$ cat src/rtl/reorder_buffer.sv
// reorder_buffer: circular in-order allocate / out-of-order complete / in-order retire buffer.
// head_entry packs {valid, dest_reg[4:0], mem_size[MEM_W-1:0], value[31:0], dest_addr[31:0]}.
module reorder_buffer #(
  parameter int ROB_SIZE = 8,
  parameter int TAG_W = $clog2(ROB_SIZE),
  parameter int MEM_W = 2
) (
  input  logic               clock,
  input  logic               reset,
  input  logic               flush,
  input  logic               dispatch_valid,
  input  logic [4:0]         dispatch_dest,
  input  logic [MEM_W-1:0]   dispatch_size,
  output logic [TAG_W-1:0]   dispatch_tag,
  output logic               full,
  output logic               empty,
  input  logic               cdb_valid,
  input  logic [TAG_W-1:0]   cdb_tag,
  input  logic [31:0]        cdb_value,
  input  logic [31:0]        cdb_addr,
  output logic [MEM_W+69:0]  head_entry,
  output logic               head_ready
);
  logic [ROB_SIZE-1:0] valid, ready;
  logic [4:0]          dest  [ROB_SIZE];
  logic [MEM_W-1:0]    size  [ROB_SIZE];
  logic [31:0]         value [ROB_SIZE];
  logic [31:0]         addr  [ROB_SIZE];
  logic [TAG_W-1:0]    head, tail;
  logic [TAG_W:0]      count;
  logic                accept, complete;

  assign full         = count == (TAG_W+1)'(ROB_SIZE);
  assign empty        = count == '0;
  assign dispatch_tag = tail;
  assign head_ready   = valid[head] & ready[head];
  assign head_entry   = {valid[head], dest[head], size[head], value[head], addr[head]};
  assign accept       = dispatch_valid & ~full;
  // a completion racing the retire of its own entry is dropped
  assign complete     = cdb_valid & valid[cdb_tag] & ~(head_ready & (cdb_tag == head));

  always_ff @(posedge clock or posedge reset) begin
    if (reset) begin
      valid <= '0;
      ready <= '0;
      head  <= '0;
      tail  <= '0;
      count <= '0;
      for (int i = 0; i < ROB_SIZE; i++) begin
        dest[i]  <= '0;
        size[i]  <= '0;
        value[i] <= '0;
        addr[i]  <= '0;
      end
    end else if (flush) begin
      valid <= '0;
      ready <= '0;
      head  <= '0;
      tail  <= '0;
      count <= '0;
      for (int i = 0; i < ROB_SIZE; i++) begin
        dest[i]  <= '0;
        size[i]  <= '0;
        value[i] <= '0;
        addr[i]  <= '0;
      end
    end else begin
      if (complete) begin
        value[cdb_tag] <= cdb_value;
        addr[cdb_tag]  <= cdb_addr;
        ready[cdb_tag] <= 1'b1;
      end
      if (head_ready) begin
        valid[head] <= 1'b0;
        ready[head] <= 1'b0;
        head        <= head + TAG_W'(1);
      end
      // tail slot is free whenever accept is set, so it never aliases head or cdb_tag
      if (accept) begin
        valid[tail] <= 1'b1;
        ready[tail] <= 1'b0;
        dest[tail]  <= dispatch_dest;
        size[tail]  <= dispatch_size;
        value[tail] <= '0;
        addr[tail]  <= '0;
        tail        <= tail + TAG_W'(1);
      end
      count <= count + (TAG_W+1)'(accept) - (TAG_W+1)'(head_ready);
    end
  end
endmodule

$ cat config.mk
export PLATFORM = sky130hd
export DESIGN_NAME = reorder_buffer
export DESIGN_NICKNAME = d
export VERILOG_FILES = /design/src/rtl/reorder_buffer.sv
export SDC_FILE = /design/constraint.sdc
export NUM_CORES = 2
export LEC_CHECK = 0
export BUFFER_PORTS_ARGS = -buffer_cell sky130_fd_sc_hd__buf_4
export CELL_PAD_IN_SITES_DETAIL_PLACEMENT = 0
export CELL_PAD_IN_SITES_GLOBAL_PLACEMENT = 1
export CORE_ASPECT_RATIO = 1.5
export CORE_MARGIN = 2
export CORE_UTILIZATION = 48
export DETAILED_ROUTE_END_ITERATION = 12
export PLACE_DENSITY = 0.83
export SYNTH_ARGS = -nofsm -noshare
export SYNTH_HDL_FRONTEND = slang
export SYNTH_SLANG_ARGS = --single-unit
$ cat constraint.sdc
create_clock -name clock -period 26 [get_ports clock]
set_input_delay 3.9 -clock clock [delete_from_list [all_inputs] [get_ports clock]]
set_output_delay 3.9 -clock clock [all_outputs]
set_load 0.005 [all_outputs]
* Word level (Yosys, flattened, before mapping) *
Cells that the tools add are included.

storage, ports and cells
  register bits = 594
  input port bits = 79
  output and inout port bits = 78
  logic and storage cells = 145

cells by class
  add/subtract/negate cells = 4
  magnitude comparators = 11
  eq/ne operators = 2
  multiplexer cells = 63
  bitwise gates (word level) = 20
  reductions and logical operators = 8

operator list
  kind                  number
  $mux W256             8
  $and A256 B256 Y256   2
  $bwmux W256           2
  $not A256 Y256        1
  $bmux W32 S3          2
  $demux W32 S3         2
  $mux W32              6
  $mux W40              2
  $mux W8               10
  $bwmux W40            1
  $mux W16              2
  $and A8 B8 Y8         3
  $bwmux W16            1
  $not A8 Y8            2
  $or A8 B8 Y8          2
  $bmux W5 S3           1
  $demux W5 S3          1
  $mux W5               3
  $ge A4 B4 Y1 const B  3
  $lt A3 B4 Y1 const B  3
  $mux W3               4
  $not A3 Y4            3
  $bmux W1 S3           3
  $demux W1 S3          3
  other kinds (17)      38

* Logic depth before layout (Yosys ltp) *
  word-level depth = 14
  mapped depth = 13
  mapped depth without buffers = 12

* Worst setup path after synthesis *
OpenSTA, ideal clock, no wires.

  path type = input port to flip-flop
  start = input port cdb_tag[0]
  end = register addr[112] (netlist bit)
  library setup time = 0.127 ns
  arrival = 5.530 ns
  data required time = 25.873 ns
  setup slack = 20.342 ns
  stages on the path = 10
  path buffers = 4
  path through = buf_2 mux4_2 mux2i_1 nor2b_1 and4b_1 buf_6 buf_6 buf_4 nand4_1 o21ai_0

on the way
  word-level cells in the longest chain between the ends = 11
  elaborated cells on any way between the ends = 19
  those cells by class = 2 x order compare; 1 x eq/ne; 9 x mux; 6 x bitwise; 1 x reduce/logical

ends and longest elaborated chain
  item                                                                       line  text
  start: declaration                                                         18    input logic [TAG_W-1:0] cdb_tag,
  $not A3 Y4 (implied by the code)                                           70    addr[cdb_tag] <= cdb_addr;
  $ge A4 B4 Y1 (implied by the code) / $lt A4 B1 Y1 (equally long branches)  70
  $logic_and A1 B1 Y1 (implied by the code)                                  70
  $mux W32 (implied by the code)                                             70
  $demux W32 S3                                                              70
  $bwmux W256                                                                70
  $mux W256 *                                                                68    if (complete) begin
  $mux W256 *                                                                55    end else if (flush) begin
  $and A256 B256 Y256 (no line)                                              -
  $mux W256 *                                                                79    if (accept) begin
  $mux W256 *                                                                55
  end signal: indexed assignment                                             70
  end: declaration                                                           28    logic [31:0] addr [ROB_SIZE];

Mark *: on every way between the ends. The rest lies on a longest branch, timed or not. The select of a mux whose other input is x is not followed.
A chain may end at the register's enable or synchronous reset.

* Final worst setup path *
  start = register head[1]
  end = output port head_entry[56]

on the way
  word-level cells in the longest chain between the ends = 4

ends and longest elaborated chain
  item                                         line  text
  start: declaration                           29    logic [TAG_W-1:0] head, tail;
  start signal: assignment                     76    head <= head + TAG_W'(1);
  $not A3 Y4 (implied by the code)             37    assign head_entry = {valid[head], dest[head], size[head], value[head], addr[head]};
  $bmux W32 S3                                 37
  $mux W32 (implied by the code) (2 in a row)  37
  end: declaration                             21    output logic [MEM_W+69:0] head_entry,

No other way between the ends. The select of a mux whose other input is x is not followed.

==> flow_summary.json <==
{
  "status": "complete, no violations",
  "wl_met2_um": 49800,
  "synth_top_area_share_pct": 50.9,
  "clock_skew_ns": 0.0209,
  "cts_tree": "yes",
  "p_sw_w": 0.000505,
  "cap_viol_max_count": 0,
  "hold_start": "addr[178]$_DFF_PP0_",
  "hold_viol": 0,
  "drc": 0,
  "syn_area_per_cell_um2": 9.12,
  "cts_resized": 0,
  "holdWs_ns": 0.516,
  "yosysWarnings": 0,
  "met3WireLength_um": 9810,
  "synthToLayoutAreaGrowth_pct": 8.28,
  "worstSetupPathType": "reg -> out",
  "dr.first_iter.drc_count": 3187,
  "clkLatencyLatePin_ns": 0.61,
  "power.share.clock_pct": 43.1,
  "fin_crit_sh_pct": 31.8,
  "p_sw_share_pct": 26.0,
  "ys_ff_latch": 594,
  "grt.total_usage_pct": 33.0,
  "p_leak_nw": 13.0,
  "wire_per_inst_um": 27.0,
  "nFillCells": 5427,
  "total_power_w": 0.00194,
  "power_density_mw_per_mm2": 61.4,
  "hold_buffers": 0,
  "hold_depth": 2,
  "start_util_pct": 48.5,
  "yosys.area.top_type": "dfrtp_1",
  "p_int_w": 0.00144,
  "r2r-end": "addr[69]$_DFF_PP0_",
  "synthFlopType": "dfrtp_1",
  "drt_pass1_iterations": 6,
  "die_w_um": 205,
  "ys_seq_area_share_pct": 50.9,
  "clk_pin_slew_ns": 0.07,
  "placed_cells": 3758,
  "setup_tns_ns": 0,
  "synth_nets": 3291,
  "cts_root_buf": "clkbuf_16",
  "crit_required_ns": 22.10,
  "r2r_cells": 7,
  "synth_most_common_cell": "dfrtp_1",
  "cp_max_fo": 57,
  "post-cts-setup-buffers": 0,
  "ant_nets": 0,
  "antenna_found_initial": 10,
  "layout_min_cycle_time_ns": 8.28,
  "min_path_type": "reg -> reg",
  "min_to": "addr[178]$_DFF_PP0_",
  "drt_wl_total_um": 104000,
  "wl_met1_um": 39800,
  "drive_gt1_share_pct": 10.8,
  "syn_area_mm2": 0.0292,
  "io-pin-count": 157,
  "vias": 26900,
  "grt_pass1_vias": 26800,
  "clock-sinks": 594,
  "numCtsBuffers": 55,
  "synth.top_cells.by_area": "dfrtp_1 51%, nand4_1 13%, a22oi_1 7.3%",
  "synthTopCellsByCount": "594 x dfrtp_1, 584 x nand4_1, 531 x nand2_1",
  "pwr-share-seq_pct": 48.3,
  "htree_levels": 2,
  "grt_max_degree": 211,
  "num_rows": 110,
  "ys_types": 51,
  "critPathLaunchType": "flip-flop",
  "grt_first_pass_wirelength_um": 162000,
  "worstPathArrival_ns": 4.38,
  "viasPerCell": 6.97,
  "endpoint_kind": "output port",
  "die_height_um": 306,
  "dieArea_mm2": 0.0629,
  "highest_layer": "met5",
  "rsz0062_at_grt": "no",
  "netlist_instances": 3203,
  "rr_startpoint": "head[1]$_DFFE_PP0P_",
  "nets": 3119,
  "comb_power_share_pct": 8.6,
  "stdcell_count": 3864,
  "tightest_slew_ns": 1.25,
  "reg2reg_slack_ns": 21.54,
  "grt.overflow.total": 0,
  "setup_viol_count_final": 0,
  "clock.fmax_mhz": 121,
  "synth-edff-count": 0,
  "dp_hpwl_um": 51700,
  "place.gp.congestion": 0.870,
  "clockBufferDepth": 3,
  "core-area_mm2": 0.0601,
  "slew_headroom_pct": 16.5,
  "ir_worst_vdd_mv": 0.0651,
  "synth_async_sr_flop_share_pct": 100,
  "maxSlewViolCount": 0,
  "io_buffers": 156
}
-- metal layers --
layer | global-route usage [%] | vias up
met5 | 0 | -
met4 | 15.7 | 6
li1 | - | 11400
met1 | 43.3 | 13500
met3 | 5.42 | 316
met2 | 53.3 | 1670
-- metrics by stage --
stage	utilization, %	instance area, µm²	worst slack, ns
after detailed placement	49.5	29800	18.44
after global routing	52.6	31600	17.58
after CTS	52.5	31600	17.80
after floorplan	-	29200	5.48
final	52.6	31600	17.72
after global placement	49.5	29800	18.54
-- kinds of logic (layout without fill, tap and decap cells) --
kind of cell | count (synthesis) | count (layout) | synth area share [%]
other | 0 | 7 | 0
AND/OR/NAND/NOR | 1243 | 1243 | 21.5
XOR/XNOR | 8 | 8 | 0.240
multiplexers | 59 | 59 | 2.13
adder cells (fa/ha/maj) | 9 | 9 | 0.411
flip-flops | 594 | 594 | 50.9
buffers and inverters | 443 | 313 | 7.64
AO/OA/AOI/OAI | 847 | 847 | 17.2
-- final cells by class --
type	instances	area [µm²]	area share, %
Inverter	11	48.8	0.154
Sequential cell	594	14900	47.0
Multi-Input combinational cell	2166	12300	39.0
Timing Repair Buffer	203	1560	4.94
Tap cell	784	981	3.10
Clock buffer	89	1690	5.34
Antenna cell	7	17.5	0.0554
Clock inverter	10	128	0.404
-- power by group through the flow --
stage	registers, W	logic, W	clock network [W]
2_1_floorplan	0.000954	0.000107	0
3_3_place_gp	0.000955	0.000161	0
3_5_place_dp	0.000955	0.000165	0
4_1_cts	0.000938	0.000165	0.000845
5_1_grt	0.000938	0.000179	0.000882
6_report	0.000938	0.000167	0.000837
-- worst max path at each step --
stage | from | to | slack, ns | cells after the start
floorplan | reset | addr[0]$_DFF_PP0_ | 5.48 | 1
global placement | head[1]$_DFFE_PP0P_ | head_entry[28] | 18.54 | 6
detailed placement | head[1]$_DFFE_PP0P_ | head_entry[28] | 18.44 | 6
CTS | head[1]$_DFFE_PP0P_ | head_entry[28] | 17.80 | 6
global route | head[1]$_DFFE_PP0P_ | head_entry[57] | 17.58 | 6
finish | head[1]$_DFFE_PP0P_ | head_entry[56] | 17.72 | 6
-- critical path, stage by stage (launching register included) --
cell and delay, ns:
dfrtp_1 0.95, clkinv_1 0.61, nor2_4 0.57, buf_4 0.93, a22oi_1 0.21, nand4_1 0.27
buf_4 0.16
-- cells in the final DEF, fill, tap and decap left out, types with 20 or more instances in the layout --
| cell type | n |
|---|---|
| a21oi_1 | 22 |
| a22oi_1 | 282 |
| buf_4 | 200 |
| clkbuf_16 | 57 |
| dfrtp_1 | 594 |
| mux2i_1 | 56 |
| nand2_1 | 531 |
| nand4_1 | 584 |
| nor2_1 | 61 |
| nor2_4 | 20 |
| o21ai_0 | 351 |
| o21ai_1 | 172 |
(Power assumes the default switching activity.)
